### src/rtl/div_seq_ctrl.sv
// Iterative restoring divider: one subtract-and-shift step per cycle, DATA_W steps per request.
// Define DIV_SIGNED_EN for two's complement operands (adds a one-cycle FIX state for sign correction).
module div_seq_ctrl #(
    parameter int DATA_W = 8
) (
    input  logic              clk,
    input  logic              rst_n,
    input  logic              start,
    input  logic [DATA_W-1:0] dividend,
    input  logic [DATA_W-1:0] divisor,
    output logic              ready,
    output logic              busy,
    output logic              done,
    output logic [DATA_W-1:0] quotient,
    output logic [DATA_W-1:0] remainder,
    output logic              div_by_zero
);

    localparam int CNT_W = $clog2(DATA_W + 1);

    // Handshake: a request is taken on a rising edge where start=1 and ready=1; start at
    // any other time is dropped. done is a single-cycle pulse; results hold until the next accept.
    typedef enum logic [1:0] {
        IDLE = 2'd0,
        BUSY = 2'd1,
        DONE = 2'd2,
        FIX  = 2'd3
    } state_t;

    state_t state_q, state_d;

    // The partial remainder always stays below the divisor, so W bits hold it between
    // steps; the extra bit exists only inside the trial subtraction.
    logic [DATA_W-1:0] rem_q;
    logic [DATA_W-1:0] quo_q;
    logic [DATA_W-1:0] dvs_q;
    logic [CNT_W-1:0]  cnt_q;
    logic [DATA_W-1:0] quotient_q;
    logic [DATA_W-1:0] remainder_q;
    logic              dbz_q;

    logic              accept;
    logic              step;
    logic              fix;
    logic              last_step;
    logic [DATA_W:0]   t_val;
    logic [DATA_W:0]   d_val;
    logic [DATA_W-1:0] rem_n;
    logic [DATA_W-1:0] quo_n;
    logic [DATA_W-1:0] dvd_load;
    logic [DATA_W-1:0] dvs_load;

`ifdef DIV_SIGNED_EN
    logic q_neg_q;
    logic r_neg_q;

    assign dvd_load = dividend[DATA_W-1] ? -dividend : dividend;
    assign dvs_load = divisor[DATA_W-1]  ? -divisor  : divisor;
`else
    assign dvd_load = dividend;
    assign dvs_load = divisor;
`endif

    assign last_step = (cnt_q == CNT_W'(1));

    always_comb begin
        t_val = {rem_q, quo_q[DATA_W-1]};
        d_val = t_val - {1'b0, dvs_q};
        if (!d_val[DATA_W]) begin
            rem_n = d_val[DATA_W-1:0];
            quo_n = {quo_q[DATA_W-2:0], 1'b1};
        end else begin
            rem_n = t_val[DATA_W-1:0];
            quo_n = {quo_q[DATA_W-2:0], 1'b0};
        end
    end

    always_ff @(posedge clk or negedge rst_n) begin
        if (!rst_n) begin
            state_q <= IDLE;
        end else begin
            state_q <= state_d;
        end
    end

    always_comb begin
        state_d = state_q;
        ready   = 1'b0;
        busy    = 1'b0;
        done    = 1'b0;
        accept  = 1'b0;
        step    = 1'b0;
        fix     = 1'b0;
        case (state_q)
            IDLE: begin
                ready = 1'b1;
                if (start) begin
                    accept  = 1'b1;
                    state_d = (divisor == '0) ? DONE : BUSY;
                end
            end
            BUSY: begin
                busy = 1'b1;
                step = 1'b1;
                if (last_step) begin
`ifdef DIV_SIGNED_EN
                    state_d = FIX;
`else
                    state_d = DONE;
`endif
                end
            end
            FIX: begin
                busy    = 1'b1;
                fix     = 1'b1;
                state_d = DONE;
            end
            DONE: begin
                done    = 1'b1;
                state_d = IDLE;
            end
            default: state_d = IDLE;
        endcase
    end

    always_ff @(posedge clk or negedge rst_n) begin
        if (!rst_n) begin
            rem_q       <= '0;
            quo_q       <= '0;
            dvs_q       <= '0;
            cnt_q       <= '0;
            quotient_q  <= '0;
            remainder_q <= '0;
            dbz_q       <= 1'b0;
`ifdef DIV_SIGNED_EN
            q_neg_q     <= 1'b0;
            r_neg_q     <= 1'b0;
`endif
        end else begin
            if (accept) begin
                rem_q <= '0;
                quo_q <= dvd_load;
                dvs_q <= dvs_load;
                cnt_q <= CNT_W'(DATA_W);
                dbz_q <= 1'b0;
`ifdef DIV_SIGNED_EN
                q_neg_q <= dividend[DATA_W-1] ^ divisor[DATA_W-1];
                r_neg_q <= dividend[DATA_W-1];
`endif
                // Divide by zero skips iteration and publishes immediately.
                if (divisor == '0) begin
                    quotient_q  <= '1;
                    remainder_q <= dividend;
                    dbz_q       <= 1'b1;
                end
            end
            if (step) begin
                rem_q <= rem_n;
                quo_q <= quo_n;
                cnt_q <= cnt_q - CNT_W'(1);
`ifndef DIV_SIGNED_EN
                if (last_step) begin
                    quotient_q  <= quo_n;
                    remainder_q <= rem_n;
                end
`endif
            end
`ifdef DIV_SIGNED_EN
            if (fix) begin
                quotient_q  <= q_neg_q ? -quo_q : quo_q;
                remainder_q <= r_neg_q ? -rem_q : rem_q;
            end
`endif
        end
    end

    assign quotient    = quotient_q;
    assign remainder   = remainder_q;
    assign div_by_zero = dbz_q;

endmodule

### config.mk
export PLATFORM = sky130hd
export DESIGN_NAME = div_seq_ctrl
export DESIGN_NICKNAME = d
export VERILOG_FILES = /design/src/rtl/div_seq_ctrl.sv
export SDC_FILE = /design/constraint.sdc
export NUM_CORES = 1
export LEC_CHECK = 0
export ABC_AREA = 1
export CAP_MARGIN = 10
export CORE_UTILIZATION = 55
export CTS_CLUSTER_SIZE = 8
export DETAILED_ROUTE_END_ITERATION = 6
export PLACE_DENSITY = 0.91
export SYNTH_ARGS = -nofsm -noshare
export SYNTH_HDL_FRONTEND = slang
export SYNTH_SLANG_ARGS = --single-unit
export TNS_END_PERCENT = 20
### constraint.sdc
create_clock -name clk -period 2.4 [get_ports clk]
set_input_delay 0.36 -clock clk [delete_from_list [all_inputs] [get_ports clk]]
set_output_delay 0.36 -clock clk [all_outputs]
set_load 0.01 [all_outputs]
==> run summary, run 1 <==
============================================================================
Fin crit period                                                      2.07 ns
Antenna violations before repair                                           0
Crit path cell chain                                            inv_1 > ha_1 > inv_1 > fa_1 > nand2_2 > nand2_2 > nand3_4 > nand2_2 > nand2_4 > nand2_8 > nand2_4 > nand2_2 > nand2_1 > nand2_1
Path class of the lowest-slack min-delay path                   input pin to async pin
Final std cells w/o fill                                                 450
Die footprint                                                     5330 sq um
Final net count                                                          412
Register area share after synthesis                                    42.4%
Core region area                                                  4790 sq um
Largest vdd supply drop                                             0.749 mV
Overall Power                                                        5.05 mW
Cell area after layout                                            3300 sq um
Root Driver                                                     sky130_fd_sc_hd__clkbuf_8
Average vias per placed instance                                        5.37
Destination of the worst register-to-register timing path           rem_q[7]
Setup repair after global routing missed its margin                       no
Classification of the worst setup path                          flip-flop to flip-flop
Nature of the critical path endpoint                               flip-flop
Run status                                                      complete, but fails checks
Longest Clk Path Bufs                                                      2
Synthesized instance count                                               342
Tcrit/Tclk final                                                       86.1%
Internal Dissipation                                                 2.62 mW
Number of synthesized register bits                                       47
Cell family contributing the most delay on the critical path    simple AND/OR/NAND/NOR gates
Final GP Congestion                                                    0.909
Post-synthesis async set-or-reset flop share                            100%
EDFF count, synth                                                          0
Setup TNS                                                               0 ns
Total count of max-transition violations in the final report               0
Reg2reg setup slack                                                  0.33 ns
GRT Util Overall                                                       25.3%
Instance area after placement                                     3200 sq um
Number of I/O port buffers                                                38
Number of cells after detailed placement                                 442
Share of total power in sequential cells                               28.0%
Maximum achievable frequency                                         484 MHz
Multiplexer share of the synthesized area                                 0%
R2r worst-path depth                                                      14
Most frequent CP cell                                           sky130_fd_sc_hd__nand2_2
Top library cells by usage in the layout, fill and taps aside   sky130_fd_sc_hd__nand2_1, sky130_fd_sc_hd__inv_1, sky130_fd_sc_hd__dfrtp_1
Dominant combinational cell family by area after synthesis      simple AND/OR/NAND/NOR gates
Share of post-route cells with drive strength above 1                  12.5%
Number of maximum-capacitance constraint violations                        0
Number of global-route vias before repair                               2221
Pin count of the biggest net entering global routing                      27
Power density of the placed cells                               1530 nW/um^2
Y dimension of the die                                            73 microns
Yosys warning total                                                        0
Hold Violations, Final                                                     3
Clock sink count                                                          47
Count of TritonRoute iterations in the first routing pass                  5
GRT Residual Overflow                                                      0
1st-iter DRT viols                                                       178
Crit path buf inv count                                                    2
CTS hold repair buffers                                                    0
Number of remaining DRC errors                                             0
Most instantiated flip-flop cell in the synthesis netlist       sky130_fd_sc_hd__dfrtp_1
Top Ports                                                                 39
Detail Route Antenna Nets                                                  0
Leakage power figure                                                 1.71 nW
Net switching power                                                  2.44 mW
Violations in the final reports                                  hold timing
Transition time at the pin with the least slew margin               0.502 ns
Die X                                                             73 microns
Longest individual stage delay on the worst path                     0.43 ns
Startpoint kind of the worst setup timing path                     flip-flop
Largest fanout of any net on the critical path                            10
Switch share                                                           48.2%
Simple-Gate Fraction of Synth Area                                     31.1%
Netlist cell types                                                        32
Power share of the combinational group                                 61.7%
CTS tree                                                                done
Fraction of the mapped netlist area in adder cells                     5.23%
Area growth from synthesis to layout                                   18.9%
Final routed wirelength across all metal layers                      6.25 mm
First-pass GRT wire length                                           10.2 mm
Routed length per placed instance                               13.9 microns
Hpwl dp                                                              4.63 mm
Relative max-transition margin                                         66.5%
Synth Area per Inst                                               8.11 sq um
Commonest non-fill, non-tap cell in the layout                  sky130_fd_sc_hd__nand2_1
Max stage delay cell, worst path                                sky130_fd_sc_hd__fa_1
Antenna diodes                                                             0
Data arrival time of the critical path                               2.27 ns
Post-Syn Area                                                     2770 sq um
Clock Skew                                                        0.00662 ns
CTS buffer count                                                           5
Vias                                                                    2415
Reg-to-reg startpoint                                               quo_q[7]
XOR/XNOR Fraction of Synth Area                                       0.948%
Later-pin clock latency in the skew report                           0.31 ns
Clock transition at the registers of the reported paths              0.09 ns
Clock network fraction of design power                                 10.3%
Total number of H-tree levels                                              2
Syn Nets                                                                 372
Critical Path Source                                                quo_q[7]
# setup viols final                                                        0
Post-cts gate resize count                                                 0
Worst hold slack                                                 -0.00242 ns
Total number of placement rows                                            25
Required arrival time at the worst endpoint                          2.61 ns
Complex-gate fraction of the synthesized area                          9.07%
Effective utilization at floorplan                                     57.9%
Post-CTS Repair Setup Buffers                                              0
============================================================================
layout make-up:
class	instances	area, sq um
multi-input cells	221	1290
well taps	67	83.8
clock inverters	2	13.8
fillers	381	1490
clock buffers	6	82.6
flip-flops and latches	47	1180
repair buffers	42	405
inverters	65	249
cells by family (layout without fill, tap and decap cells):
| group | Yosys count | in the layout |
|---|---|---|
| simple gates | 167 | 167 |
| buf+inv | 74 | 115 |
| flops | 47 | 47 |
| compound gates | 40 | 40 |
| fa+ha+maj | 11 | 11 |
| xor+xnor | 3 | 3 |
cells in the mapped netlist (5+ instances only):
library cell,n,area (sq um)
sky130_fd_sc_hd__nand2_1,87,327
sky130_fd_sc_hd__inv_1,59,221
sky130_fd_sc_hd__dfrtp_1,47,1180
sky130_fd_sc_hd__nand3_1,28,140
sky130_fd_sc_hd__o21ai_0,18,90.1
sky130_fd_sc_hd__nand2_2,14,87.6
sky130_fd_sc_hd__nor2_1,11,41.3
sky130_fd_sc_hd__ha_1,10,125
sky130_fd_sc_hd__nand4_1,9,56.3
sky130_fd_sc_hd__a21oi_1,7,35.0
sky130_fd_sc_hd__nand2_4,5,56.3
sky130_fd_sc_hd__nand3b_1,5,37.5
layer usage:
metal | global-route usage, % | vias to the layer above | share of wire, %
met3 | 6.77 | 18 | 7.0
met5 | 0 | - | 0
met1 | 32.4 | 1121 | 42
met2 | 40.0 | 104 | 48
li1 | - | 1172 | -
met4 | 11.8 | 0 | 2.3
worst max path at each step:
stage              endpoint  slack (ns)  depth (start not counted)
3_3_place_gp   remainder[7]        0.48                         14
4_1_cts            rem_q[7]        0.34                         14
3_5_place_dp       rem_q[7]        0.38                         14
6_report           rem_q[7]        0.33                         14
5_1_grt        remainder[7]        0.21                         14
2_1_floorplan  remainder[7]        0.54                         14
state kept, by name, indices dropped and copies added, names as in the netlist:
register,cells
quo_q,8
quotient,8
div_by_zero,1
state_q,2
dvs_q,8
cnt_q,4
remainder,8
rem_q,8
metrics by stage:
stage,setup slack (ns),hold slack (ns),util (%)
floorplan,0.544,0.0644,-
global placement,0.482,0.343,66.9
detailed placement,0.379,0.355,66.9
CTS,0.337,0.00742,68.9
global route,0.209,0.0316,68.9
finish,0.334,-0.00242,68.9
power groups by stage:
stage	combinational, mW	clock (mW)	sequential, mW
after floorplan	2.24	0	1.41
after global placement	2.95	0	1.40
after detailed placement	3.08	0	1.42
after CTS	3.12	0.528	1.41
after global routing	3.44	0.551	1.45
final	3.12	0.523	1.41
(Power assumes the default switching activity.)
==> run 2: changes to the inputs <==
Clock period 2.4 ns to 2.3 ns, I/O delays scaled along.
==> run 2 against run 1 <==
Compared with the run above: the run now ends clean; setup slack worse by 0.077 ns; via count is 0.54% higher; critical path depth is the same; hold slack better by 0.11 ns; first-iteration DRC count is 14% higher; combinational power up 5%; register-to-register slack worse by 0.08 ns; critical path type unchanged; critical endpoint is now rem_q[5].
==> run summary, run 2 (synthesis results as in run 1) <==
============================================================================
1st-iter DRT viols                                                       203   +14%
Clock transition at the registers of the reported paths              0.09 ns   about the same
Area growth from synthesis to layout                                   20.5%
Number of maximum-capacitance constraint violations                        0   unchanged
Die X                                                             73 microns   unchanged
Relative max-transition margin                                         61.0%   -5.5 points
Power density of the placed cells                               1650 nW/um^2   +7.5%
Total number of placement rows                                            25   unchanged
Reg2reg setup slack                                                  0.26 ns   -0.08 ns
Number of I/O port buffers                                                38   unchanged
Data arrival time of the critical path                               2.24 ns   -0.03 ns
Top Ports                                                                 39   unchanged
Total count of max-transition violations in the final report               0   unchanged
Setup repair after global routing missed its margin                       no
Total number of H-tree levels                                              2   unchanged
Classification of the worst setup path                          flip-flop to flip-flop
Pin count of the biggest net entering global routing                      48   +78%
Tcrit/Tclk final                                                       88.8%   +2.8 points
Required arrival time at the worst endpoint                          2.50 ns   -0.11 ns
Nature of the critical path endpoint                               flip-flop
Antenna violations before repair                                           0   unchanged
Clock Skew                                                        0.00648 ns   -0.000140 ns
GRT Residual Overflow                                                      0   unchanged
# setup viols final                                                        0   unchanged
Antenna diodes                                                             0   unchanged
Average vias per placed instance                                        5.40   +0.54%
Fin crit period                                                      2.04 ns   -0.0226 ns
Hpwl dp                                                              4.57 mm   -1.3%
Number of global-route vias before repair                               2432   +9.5%
CTS tree                                                                done
Reg-to-reg startpoint                                               quo_q[7]
Final net count                                                          412   unchanged
Destination of the worst register-to-register timing path           rem_q[5]
Clock sink count                                                          47   unchanged
Instance area after placement                                     3200 sq um   unchanged
Share of post-route cells with drive strength above 1                  12.5%   unchanged
Post-cts gate resize count                                                 0   unchanged
Count of TritonRoute iterations in the first routing pass                  5   unchanged
CTS hold repair buffers                                                    0   unchanged
Fillers                                                                  345   -9.4%
Run status                                                      finished, final reports clean
Routed length per placed instance                               14.3 microns   +2.6%
Hold Violations, Final                                                     0   -3
Overall Power                                                        5.50 mW   +8.9%
Post-place setup slack                                              0.315 ns   -0.0641 ns
Startpoint kind of the worst setup timing path                     flip-flop
Post-CTS Repair Setup Buffers                                              0   unchanged
Later-pin clock latency in the skew report                           0.31 ns   about the same
Transition time at the pin with the least slew margin               0.584 ns   +0.0826 ns
Number of remaining DRC errors                                             0   unchanged
CTS buffer count                                                           5   unchanged
Top library cells by usage in the layout, fill and taps aside   sky130_fd_sc_hd__nand2_1, sky130_fd_sc_hd__inv_1, sky130_fd_sc_hd__dfrtp_1
Final routed wirelength across all metal layers                      6.41 mm   +2.6%
Largest vdd supply drop                                             0.873 mV   +17%
Largest fanout of any net on the critical path                            10   unchanged
GRT Util Overall                                                       27.1%   +1.8 points
First-pass GRT wire length                                           10.9 mm   +7.2%
Core region area                                                  4790 sq um   unchanged
Final GP Congestion                                                    0.896   -1.5%
Vias                                                                    2428   +0.54%
Commonest non-fill, non-tap cell in the layout                  sky130_fd_sc_hd__nand2_1
Leakage power figure                                                 1.73 nW   +1.1%
Y dimension of the die                                            73 microns   unchanged
Longest Clk Path Bufs                                                      2   unchanged
R2r worst-path depth                                                      14   unchanged
Cell area after layout                                            3340 sq um   +1.3%
Die footprint                                                     5330 sq um   unchanged
Number of cells after detailed placement                                 442   unchanged
Final std cells w/o fill                                                 450   unchanged
Detail Route Antenna Nets                                                  0   unchanged
Effective utilization at floorplan                                     57.9%   unchanged
Final setup slack of the worst path                                 0.257 ns   -0.0774 ns
Setup TNS                                                               0 ns   unchanged
Root Driver                                                     sky130_fd_sc_hd__clkbuf_8
Path class of the lowest-slack min-delay path                   input pin to async pin
Maximum achievable frequency                                         489 MHz   +1.1%
============================================================================
-- run 2: report_power, final --
part	internal [mW]	leakage (nW)	switching [mW]
clock	0.441	0.0703	0.311
sequential	1.21	0.582	0.276
combinational	1.28	1.08	1.99
total	2.92	1.73	2.58
-- run 2: worst max-delay path by stage --
stage               cells past startpoint  startpoint  slack (ns)           end
global route                           14    quo_q[7]        0.12  remainder[7]
detailed placement                     14    quo_q[7]        0.32  remainder[7]
finish                                 14    quo_q[7]        0.26      rem_q[5]
CTS                                    14    quo_q[7]        0.25      rem_q[5]
floorplan                              14    quo_q[7]        0.44  remainder[7]
global placement                       14    quo_q[7]        0.38  remainder[7]
-- run 2: per-stage QoR --
stage | hold WS, ns | utilization [%]
CTS | 0.133 | 69.8
floorplan | 0.0494 | -
global placement | 0.462 | 66.9
detailed placement | 0.466 | 66.9
global route | 0.159 | 69.8
finish | 0.107 | 69.8
-- run 2: layout make-up --
class                      instances  area, sq um  share of cell area [%]
multi-input combinational        221         1290                    38.5
sequential                        47         1180                    35.2
timing repair buffer              42          405                    12.1
inverter                          65          249                    7.45
tap                               67         83.8                    2.51
clock inverter                     3         71.3                    2.13
clock buffer                       5         68.8                    2.06
-- run 2: critical path, cell delays in order, from the launching register on --
cell	delay, ns
sky130_fd_sc_hd__dfrtp_1	0.38
sky130_fd_sc_hd__inv_1	0.09
sky130_fd_sc_hd__ha_1	0.15
sky130_fd_sc_hd__inv_1	0.06
sky130_fd_sc_hd__fa_1	0.43
sky130_fd_sc_hd__nand2_2	0.09
sky130_fd_sc_hd__nand2_2	0.08
sky130_fd_sc_hd__nand3_4	0.10
sky130_fd_sc_hd__nand2_2	0.07
sky130_fd_sc_hd__nand2_4	0.14
sky130_fd_sc_hd__nand2_8	0.12
sky130_fd_sc_hd__nand2_4	0.08
sky130_fd_sc_hd__nand2_2	0.05
sky130_fd_sc_hd__nand2_1	0.06
sky130_fd_sc_hd__nand2_1	0.05
-- run 2: per-layer routing --
layer  vias to the layer above  global-route usage [%]  wire length, microns  share of wire [%]
met5                         -                       0                     0                  0
met4                         0                    12.4                   152                2.4
met2                       100                    43.8                  3090                 48
met3                        14                    5.11                   384                6.0
met1                      1153                    35.3                  2790                 43
li1                       1161                       -                     -                  -
